### src/rtl/iob_cache_write_buffer_pkg.sv
// Shared sizing helpers for the cache write-through buffer.
// An entry is packed as {word address, write data, byte strobes}.
package iob_cache_write_buffer_pkg;

    function automatic int nbytes_w(input int data_w);
        return $clog2(data_w / 8);
    endfunction

    function automatic int wbuf_entry_w(input int addr_w, input int data_w);
        return (addr_w - nbytes_w(data_w)) + data_w + data_w / 8;
    endfunction

endpackage

### src/rtl/iob_cache_write_buffer_if.sv
// Front-end write path, write-channel head port and status of the write buffer.
// master = controller/channel side, slave = the buffer itself.
interface iob_cache_write_buffer_if
    import iob_cache_write_buffer_pkg::*;
#(
    parameter int ADDR_W  = 32,
    parameter int DATA_W  = 32,
    parameter int DEPTH_W = 2
);
    localparam int NBYTES   = DATA_W / 8;
    localparam int NBYTES_W = nbytes_w(DATA_W);

    logic                       in_valid;
    logic [ADDR_W-NBYTES_W-1:0] in_addr;
    logic [DATA_W-1:0]          in_wdata;
    logic [NBYTES-1:0]          in_wstrb;
    logic                       in_ready;

    logic                       out_valid;
    logic [ADDR_W-NBYTES_W-1:0] out_addr;
    logic [DATA_W-1:0]          out_wdata;
    logic [NBYTES-1:0]          out_wstrb;
    logic                       out_ready;

    logic                       empty;
    logic                       full;
    logic [DEPTH_W:0]           level;

    modport master (
        output in_valid, in_addr, in_wdata, in_wstrb, out_ready,
        input  in_ready, out_valid, out_addr, out_wdata, out_wstrb, empty, full, level
    );

    modport slave (
        input  in_valid, in_addr, in_wdata, in_wstrb, out_ready,
        output in_ready, out_valid, out_addr, out_wdata, out_wstrb, empty, full, level
    );
endinterface

### src/rtl/iob_cache_wbuf_mem.sv
// Write-buffer storage: DEPTH x WIDTH register file, synchronous write,
// asynchronous read, deliberately left unreset.
module iob_cache_wbuf_mem #(
    parameter int DEPTH_W = 2,
    parameter int WIDTH   = 66
) (
    input  logic               clk,
    input  logic               we,
    input  logic [DEPTH_W-1:0] waddr,
    input  logic [WIDTH-1:0]   wdata,
    input  logic [DEPTH_W-1:0] raddr,
    output logic [WIDTH-1:0]   rdata
);
    logic [WIDTH-1:0] mem_q [2**DEPTH_W];

    always_ff @(posedge clk) begin
        if (we) mem_q[waddr] <= wdata;
    end

    assign rdata = mem_q[raddr];
endmodule

### src/rtl/iob_cache_write_buffer.sv
// Write-through FIFO between the cache write path and the AXI write channel.
// The head is launched on the first out_ready and popped on the next one.
module iob_cache_write_buffer
    import iob_cache_write_buffer_pkg::*;
#(
    parameter int ADDR_W  = 32,
    parameter int DATA_W  = 32,
    parameter int DEPTH_W = 2
) (
    input logic                   clk,
    input logic                   reset,
    iob_cache_write_buffer_if.slave wb
);
    localparam int NBYTES   = DATA_W / 8;
    localparam int WA_W     = ADDR_W - nbytes_w(DATA_W);
    localparam int ENTRY_W  = wbuf_entry_w(ADDR_W, DATA_W);
    localparam int DATA_LSB = NBYTES;
    localparam int ADDR_LSB = NBYTES + DATA_W;
    localparam logic [DEPTH_W:0] FULL_LVL = {1'b1, {DEPTH_W{1'b0}}};

    logic [DEPTH_W-1:0] wptr_q, wptr_d, rptr_q, rptr_d;
    logic [DEPTH_W:0]   level_q, level_d;
    logic               inflight_q, inflight_d;
    logic               full, empty, out_valid;
    logic               push, launch, complete;
    logic [ENTRY_W-1:0] wr_entry, rd_entry, head;

    assign full  = (level_q == FULL_LVL);
    assign empty = (level_q == '0);
    // While in flight, out_valid announces a further entry queued behind the head.
    assign out_valid = inflight_q ? (|level_q[DEPTH_W:1]) : ~empty;

    assign wr_entry = {wb.in_addr, wb.in_wdata, wb.in_wstrb};
    assign head     = empty ? '0 : rd_entry;

    assign wb.in_ready  = ~full;
    assign wb.out_valid = out_valid;
    assign wb.out_addr  = head[ADDR_LSB +: WA_W];
    assign wb.out_wdata = head[DATA_LSB +: DATA_W];
    assign wb.out_wstrb = head[0 +: NBYTES];
    assign wb.empty     = empty;
    assign wb.full      = full;
    assign wb.level     = level_q;

    always_comb begin
        push       = wb.in_valid & ~full;
        launch     = ~inflight_q & out_valid & wb.out_ready;
        complete   = inflight_q & wb.out_ready;
        wptr_d     = push ? wptr_q + 1'b1 : wptr_q;
        rptr_d     = complete ? rptr_q + 1'b1 : rptr_q;
        level_d    = level_q;
        case ({push, complete})
            2'b10:   level_d = level_q + 1'b1;
            2'b01:   level_d = level_q - 1'b1;
            default: level_d = level_q;
        endcase
        inflight_d = inflight_q;
        if (launch) inflight_d = 1'b1;
        // Back-to-back: the next entry is already in its address phase.
        else if (complete) inflight_d = |level_q[DEPTH_W:1];
    end

    always_ff @(posedge clk or posedge reset) begin
        if (reset) begin
            wptr_q     <= '0;
            rptr_q     <= '0;
            level_q    <= '0;
            inflight_q <= 1'b0;
        end else begin
            wptr_q     <= wptr_d;
            rptr_q     <= rptr_d;
            level_q    <= level_d;
            inflight_q <= inflight_d;
        end
    end

    iob_cache_wbuf_mem #(
        .DEPTH_W (DEPTH_W),
        .WIDTH   (ENTRY_W)
    ) u_mem (
        .clk   (clk),
        .we    (push),
        .waddr (wptr_q),
        .wdata (wr_entry),
        .raddr (rptr_q),
        .rdata (rd_entry)
    );
endmodule
### src/flat_wrapper.sv
// flat-port wrapper written by rule: the top's interface ports become plain ports
module iob_cache_write_buffer_flat import iob_cache_write_buffer_pkg::*;
#(
    parameter int ADDR_W  = 32,
    parameter int DATA_W  = 32,
    parameter int DEPTH_W = 2
)
  (clk, reset, wb_in_valid, wb_in_addr, wb_in_wdata, wb_in_wstrb, wb_out_ready, wb_in_ready, wb_out_valid, wb_out_addr, wb_out_wdata, wb_out_wstrb, wb_empty, wb_full, wb_level);
  iob_cache_write_buffer_if #(.ADDR_W(ADDR_W), .DATA_W(DATA_W), .DEPTH_W(DEPTH_W)) wb_i ();
  input logic clk;
  input logic reset;
  input wire logic [$bits(wb_i.in_valid)-1:0] wb_in_valid;
  input wire logic [$bits(wb_i.in_addr)-1:0] wb_in_addr;
  input wire logic [$bits(wb_i.in_wdata)-1:0] wb_in_wdata;
  input wire logic [$bits(wb_i.in_wstrb)-1:0] wb_in_wstrb;
  input wire logic [$bits(wb_i.out_ready)-1:0] wb_out_ready;
  output wire logic [$bits(wb_i.in_ready)-1:0] wb_in_ready;
  output wire logic [$bits(wb_i.out_valid)-1:0] wb_out_valid;
  output wire logic [$bits(wb_i.out_addr)-1:0] wb_out_addr;
  output wire logic [$bits(wb_i.out_wdata)-1:0] wb_out_wdata;
  output wire logic [$bits(wb_i.out_wstrb)-1:0] wb_out_wstrb;
  output wire logic [$bits(wb_i.empty)-1:0] wb_empty;
  output wire logic [$bits(wb_i.full)-1:0] wb_full;
  output wire logic [$bits(wb_i.level)-1:0] wb_level;
  assign wb_i.in_valid = wb_in_valid;
  assign wb_i.in_addr = wb_in_addr;
  assign wb_i.in_wdata = wb_in_wdata;
  assign wb_i.in_wstrb = wb_in_wstrb;
  assign wb_i.out_ready = wb_out_ready;
  assign wb_in_ready = wb_i.in_ready;
  assign wb_out_valid = wb_i.out_valid;
  assign wb_out_addr = wb_i.out_addr;
  assign wb_out_wdata = wb_i.out_wdata;
  assign wb_out_wstrb = wb_i.out_wstrb;
  assign wb_empty = wb_i.empty;
  assign wb_full = wb_i.full;
  assign wb_level = wb_i.level;
  iob_cache_write_buffer #(.ADDR_W(ADDR_W), .DATA_W(DATA_W), .DEPTH_W(DEPTH_W)) u_core (.clk(clk), .reset(reset), .wb(wb_i));
endmodule
### config.mk
export PLATFORM = sky130hd
export DESIGN_NAME = iob_cache_write_buffer_flat
export DESIGN_NICKNAME = d
export VERILOG_FILES = /design/src/rtl/iob_cache_write_buffer_pkg.sv /design/src/rtl/iob_cache_write_buffer_if.sv /design/src/rtl/iob_cache_wbuf_mem.sv /design/src/rtl/iob_cache_write_buffer.sv /design/src/flat_wrapper.sv
export SDC_FILE = /design/constraint.sdc
export NUM_CORES = 1
export LEC_CHECK = 0
export ABC_AREA = 1
export BUFFER_PORTS_ARGS = -buffer_cell sky130_fd_sc_hd__buf_4
export CORE_MARGIN = 5
export CORE_UTILIZATION = 40
export CTS_CLUSTER_SIZE = 12
export DETAILED_ROUTE_END_ITERATION = 16
export PLACE_DENSITY = 0.58
export SLEW_MARGIN = 40
export SYNTH_ARGS = -nofsm -noshare
export SYNTH_HDL_FRONTEND = slang
export SYNTH_SLANG_ARGS = --single-unit
### constraint.sdc
create_clock -name clk -period 3.62 [get_ports clk]
set_input_delay 0.362 -clock clk [delete_from_list [all_inputs] [get_ports clk]]
set_output_delay 0.362 -clock clk [all_outputs]
set_load 0.005 [all_outputs]
==> impl_metrics.csv, run 1 <==
group,metric,value,unit
grt,antenna_found_initial,1,
routing,first_pass_iters,5,
min_path,whs_path_depth,2,
synthesis,synth_common_cells,"inv_1 (278), nand2_1 (277), edfxtp_1 (264)",
critical_path,critical-path-max-stage-delay,0.91,ns
placement,dp_hpwl,14600,microns
synthesis,synth_most_common_cell,"inv_1",
synthesis,synth_top_family_by_area,"simple AND/OR/NAND/NOR gates",
grt,grt_pass1_vias,7436,
grt,overflow,0,
timing,rsz0062_at_grt,"false",
timing,finalSetupViolCount,0,
clock_network,cts_tree,"built",
timing,clock-skew-final,0.00905,ns
synthesis,synth.distinct_cells,23,
clock_network,htree_num_levels,1,
synthesis,synth-simple-area-share,0.150,
placement,dp.cells,1599,
die,core,28900,sq um
min_path,hp-class,"input pin to flop",
clock_network,clock-root-buffer,"clkbuf_16",
synthesis,synthAdderAreaFrac,0.00704,
power_and_ir_drop,clock_power_share,0.226,
routing,first_iter_violations,406,
power_and_ir_drop,p_seq_frac,0.397,
layout,area_growth_syn_to_layout,19.0,%
critical_path,critPathLaunchType,"flop",
timing,fmax,319,MHz
synthesis,synth_edf_count,264,
critical_path,critPathLaunch,"u_core.rptr_q[0]",
power_and_ir_drop,switching_share,0.348,
synthesis,syn_nets,1183,
routing,routed-via-count,7460,
critical_path,crit_family,"flip-flops",
critical_path,reg2reg_slack,1.35,ns
power_and_ir_drop,switchingPower,3.89,mW
synthesis,synth_area_leaders,"edfxtp_1 (68%), inv_1 (8.9%), nand2_1 (8.9%)",
critical_path,crit_chain,"inv_4, buf_12, nand2_1, nand3_1, a21oi_1, buf_4",
die,ios,143,
layout,finish.utilization,0.484,
clock_network,clk_pin_slew,0.06,ns
synthesis,synth_top_area_cell,"edfxtp_1",
synthesis,yosys_warnings,0,
layout,final_cell_area,14000,sq um
routing,wire_per_inst,15.4,microns
timing,slew-limit-headroom,0.483,
routing,drc,0,
critical_path,r2r-start,"u_core.wb.level[0]",
timing,worst_pin_slew,0.776,ns
power_and_ir_drop,power.density,801,nW/um^2
timing,slew_viol_final,0,
power_and_ir_drop,ir_worst_vdd,0.427,mV
synthesis,syn_inst,1107,
grt,grt_max_degree,61,
clock_network,clockBufferDepth,3,
critical_path,ff2ff_path_depth,10,
power_and_ir_drop,p_leak,6.26,nW
critical_path,cp-end-kind,"output port",
clock_network,numCtsBuffers,28,
placement,placed_area,13200,sq um
synthesis,synth_flop_cell,"edfxtp_1",
critical_path,slowest_stage,"dfrtp_4",
outcome,status,"completed",
synthesis,ys_ff_latch,272,
synthesis,synth_xor_area_frac,0.00149,
layout,final_cells,1647,
critical_path,crit_buf_inv,3,
placement,port-buffer-count,142,
min_path,hp-start,"wb_out_ready",
clock_network,post_cts_buffers,0,
timing,hold_viol,0,
layout,n_fill_cell,2604,
critical_path,regToRegEndpoint,"u_core.wb.level[2]",
placement,place_ws,1.01,ns
min_path,holdPathEnd,"u_core.inflight_q",
critical_path,crit_type,"flop to output port",
timing,tns,0,ns
routing,drt_wl_total,25400,microns
layout,antenna_cells,0,
layout,layout.nets,1322,
die,fp.dieW,181,microns
routing,drtAntennaViolNets,0,
layout,drive_gt1_frac,0.162,
critical_path,path_max_fanout,60,
synthesis,avgSynthCellArea,10.6,sq um
clock_network,clock-sinks,272,
die,start_util,0.407,
power_and_ir_drop,internal_power,7.29,mW
clock_network,clock_latency,0.52,ns
synthesis,synth_top_cell_area_share,0.676,
synthesis,muxShareOfSynthArea,0,
synthesis,synth-compound-area-share,0.0308,
synthesis,netlist_area,11700,sq um
run,max-cap-violations,0,
grt,grt_pass1_wl,39600,microns
grt,track_usage,0.150,
die,rows,62,
critical_path,required,3.26,ns
routing,viasPerCell,4.53,
synthesis,ys_seq_area_frac,0.693,
timing,min_period,3.14,ns
placement,gp_congestion,0.748,
power_and_ir_drop,power_frac_comb,0.377,
critical_path,arrival,2.77,ns
die,die_area,32900,sq um
timing,min_period_over_period,0.866,
die,die_y,181,microns
timing,setup_slack,0.485,ns
synthesis,async_flop_share,0.0294,
==> per-stage QoR <==
step | hold WS (ns) | power (mW)
finish | 0.0331 | 11.2
floorplan | 0.178 | 6.92
CTS | 0.00517 | 11.4
detailed placement | 0.356 | 8.84
global route | 0.0139 | 12.0
global placement | 0.353 | 8.79
==> power groups by stage <==
stage / clock network, mW / logic [mW] / registers (mW)
floorplan: 0 / 2.53 / 4.39
global placement: 0 / 4.29 / 4.50
detailed placement: 0 / 4.33 / 4.51
CTS: 2.60 / 4.35 / 4.45
global route: 2.73 / 4.75 / 4.50
finish: 2.52 / 4.22 / 4.44
==> area by class of cell <==
class	count	area (sq um)	area share
sequential	272	8130	0.583
multi-input combinational	502	2260	0.162
timing repair buffer	160	1230	0.0880
inverter	282	1060	0.0760
clock buffer	41	771	0.0552
tap	384	480	0.0344
clock inverter	6	27.5	0.00197
==> per-layer routing <==
layer | vias up | GRT usage | wire, microns
met3 | 34 | 0.0284 | 1180
li1 | 3772 | - | -
met5 | - | 0 | 13
met2 | 160 | 0.268 | 12700
met1 | 3492 | 0.192 | 11100
met4 | 2 | 0.0315 | 415
==> flip-flops by register name (all words and copies together), names as in the netlist <==
register / cells
u_core.wptr_q: 2
u_core.u_mem.mem_q: 264
u_core.rptr_q: 2
u_core.inflight_q: 1
u_core.wb.level: 3
==> worst max path at each step <==
stage,cells past startpoint,slack [ns],endpoint
global route,6,0.30,wb_out_addr[2]
global placement,6,1.05,wb_out_addr[2]
finish,6,0.48,wb_out_wdata[20]
floorplan,4,-0.30,u_core.u_mem.mem_q[0][0]
detailed placement,6,1.01,wb_out_wstrb[2]
CTS,6,0.43,wb_out_wstrb[2]
==> cells by family (layout without fill, tap and decap cells) <==
group | Yosys count | after routing
and+or+nand+nor | 423 | 423
DFF | 272 | 272
buffers and inverters | 333 | 489
AOI/OAI and AO/OA | 71 | 71
xor gates and xnor gates | 2 | 2
adders and majority gates | 6 | 6
==> layout by cell type (no fill, tap or decap), drive strengths merged <==
| cell | instances |
|---|---|
| inv | 282 |
| nand2 | 278 |
| edfxtp | 264 |
| buf | 159 |
| nand3 | 133 |
| a21oi | 66 |
| clkbuf | 41 |
| nor2 | 11 |
| dfrtp | 8 |
| clkinv | 6 |
| ha | 5 |
| o21ai | 4 |
| xnor2 | 1 |
| a21boi | 1 |
| xor2 | 1 |
| nand4 | 1 |
| fa | 1 |
| dlygate4sd3 | 1 |
==> what timing repair did <==
action | CTS | global route
gates resized for setup | 0 | 0
hold endpoints to repair | 8 | 0
hold buffers | 1 | 0
Power figures use the tool's default switching activity.
==> run 2: changes to the inputs <==
--- a/config.mk
+++ b/config.mk
@@ -9,6 +9,7 @@
 export BUFFER_PORTS_ARGS = -buffer_cell sky130_fd_sc_hd__buf_4
 export CORE_MARGIN = 5
 export CORE_UTILIZATION = 40
+export CTS_BUF_LIST = sky130_fd_sc_hd__clkbuf_4 sky130_fd_sc_hd__clkbuf_8
 export CTS_CLUSTER_SIZE = 12
 export DETAILED_ROUTE_END_ITERATION = 16
 export PLACE_DENSITY = 0.58
==> impl_metrics.csv, run 2 (synthesized netlist as in run 1, its figures left out) <==
group,metric,value,unit
clock_network,htree_num_levels,2,
outcome,status,"completed",
routing,wire_per_inst,15.1,microns
run,max-cap-violations,0,
timing,finalSetupViolCount,0,
layout,area_growth_syn_to_layout,24.0,%
die,die_area,32900,sq um
die,die_y,181,microns
layout,final_cells,1731,
critical_path,crit_type,"flop to output port",
timing,setup_slack,0.460,ns
layout,largest_register_ffs,264,
timing,worst_pin_slew,0.789,ns
placement,port-buffer-count,142,
critical_path,arrival,2.80,ns
routing,drt_wl_total,26100,microns
layout,final_cell_mix,"inv_1 (278), nand2_1 (277), edfxtp_1 (264)",
layout,layout.nets,1387,
clock_network,clk_pin_slew,0.06,ns
placement,gp_congestion,0.748,
routing,drtAntennaViolNets,0,
die,fp.dieW,181,microns
grt,grt_util_met1,0.195,
grt,use_met2,0.274,
routing,first_iter_violations,404,
critical_path,r2r-start,"u_core.wb.level[0]",
timing,hold_viol,0,
clock_network,numCtsBuffers,46,
placement,place_ws,1.01,ns
grt,grt_pass1_wl,40800,microns
layout,n_fill_cell,2590,
timing,clock-skew-final,0.0237,ns
grt,grt_pass1_vias,7791,
layout,final_cell_area,14600,sq um
grt,track_usage,0.155,
power_and_ir_drop,power.total,11.4,mW
clock_network,clock_latency,0.54,ns
placement,dp.cells,1599,
clock_network,clock-sinks,272,
layout,max_flop_register,"u_core.u_mem.mem_q",
clock_network,cts_tree,"built",
timing,min_period,3.16,ns
clock_network,clock-root-buffer,"clkbuf_8",
clock_network,clockBufferDepth,3,
critical_path,cp-end-kind,"output port",
timing,min_period_over_period,0.873,
timing,slew_viol_final,0,
layout,regArea,8130,sq um
placement,dp_hpwl,14600,microns
grt,grtUsageMet3,0.0356,
layout,layout_commonest_cell,"inv_1",
routing,drc,0,
critical_path,required,3.26,ns
critical_path,critPathLaunchType,"flop",
power_and_ir_drop,power.density,782,nW/um^2
die,start_util,0.407,
power_and_ir_drop,p_leak,6.55,nW
die,ios,143,
timing,fmax,316,MHz
min_path,hp-class,"input pin to flop",
power_and_ir_drop,ir_worst_vdd,0.407,mV
timing,tns,0,ns
min_path,hp-start,"wb_in_wdata[21]",
die,core,28900,sq um
timing,rsz0062_at_grt,"false",
grt,overflow,0,
grt,busiest_layer,"met2",
timing,slew-limit-headroom,0.474,
clock_network,cts_resized,0,
layout,drive_gt1_frac,0.181,
layout,multiInputGateArea,2260,sq um
die,rows,62,
critical_path,path_max_fanout,60,
critical_path,critPathLaunch,"u_core.rptr_q[0]",
grt,antenna_found_initial,1,
placement,placed_area,13200,sq um
routing,viasPerCell,4.50,
grt,grt_max_degree,61,
routing,first_pass_iters,5,
routing,routed-via-count,7795,
-- run 2: changes by cell type in the layout (fill, tap and decap cells not counted), sizes merged --
cell,delta
dlygate4sd3,+47
clkbuf,+29
clkinv,+7
diode,+1
-- run 2: timing repair --
action	4_1_cts	5_1_grt
setup buffers	0	0
endpoints found under the hold margin	159	19
hold buffers	43	5
-- run 2: power by group --
group | switching [mW] | internal, mW | total (mW) | leakage, nW
Sequential | 0.295 | 4.15 | 4.44 | 2.51
Clock | 1.14 | 1.51 | 2.66 | 0.487
Combinational | 2.55 | 1.72 | 4.28 | 3.55
-- run 2: metal layers --
layer	vias to the layer above	wire, microns
li1	3913	-
met3	38	1420
met4	0	356
met2	196	13000
met1	3648	11300
met5	-	0
-- run 2: layout make-up --
class | instances | share of cell area
Antenna cell | 1 | 0.000172
Inverter | 282 | 0.0729
Multi-Input combinational cell | 502 | 0.155
Timing Repair Buffer | 207 | 0.117
Tap cell | 384 | 0.0330
Clock buffer | 70 | 0.0593
Clock inverter | 13 | 0.00378
Sequential cell | 272 | 0.559
-- run 2: critical path, stage by stage (launching register included) --
cell and delay (ns):
dfrtp_4 0.91, inv_4 0.39, buf_12 0.30, nand2_1 0.10, nand3_1 0.06, a21oi_1 0.27, buf_4 0.16
-- run 2: worst paths after layout --
path | end | depth (start not counted) | slack, ns
max in group asynchronous | u_core.rptr_q[0] | 3 | 2.98
min | u_core.u_mem.mem_q[1][25] | 1 | 0.04
min in group asynchronous | u_core.inflight_q | 3 | 0.34
max | wb_out_wdata[25] | 6 | 0.46
min reg2reg | u_core.wptr_q[0] | 2 | 0.54
max reg2reg | u_core.wb.level[2] | 10 | 1.36
-- run 2: through the flow --
stage	hold WS (ns)	util
3_3_place_gp	0.353	0.456
5_1_grt	0.000170	0.504
4_1_cts	0.0000802	0.502
2_1_floorplan	0.178	-
6_report	0.0386	0.504
3_5_place_dp	0.356	0.456
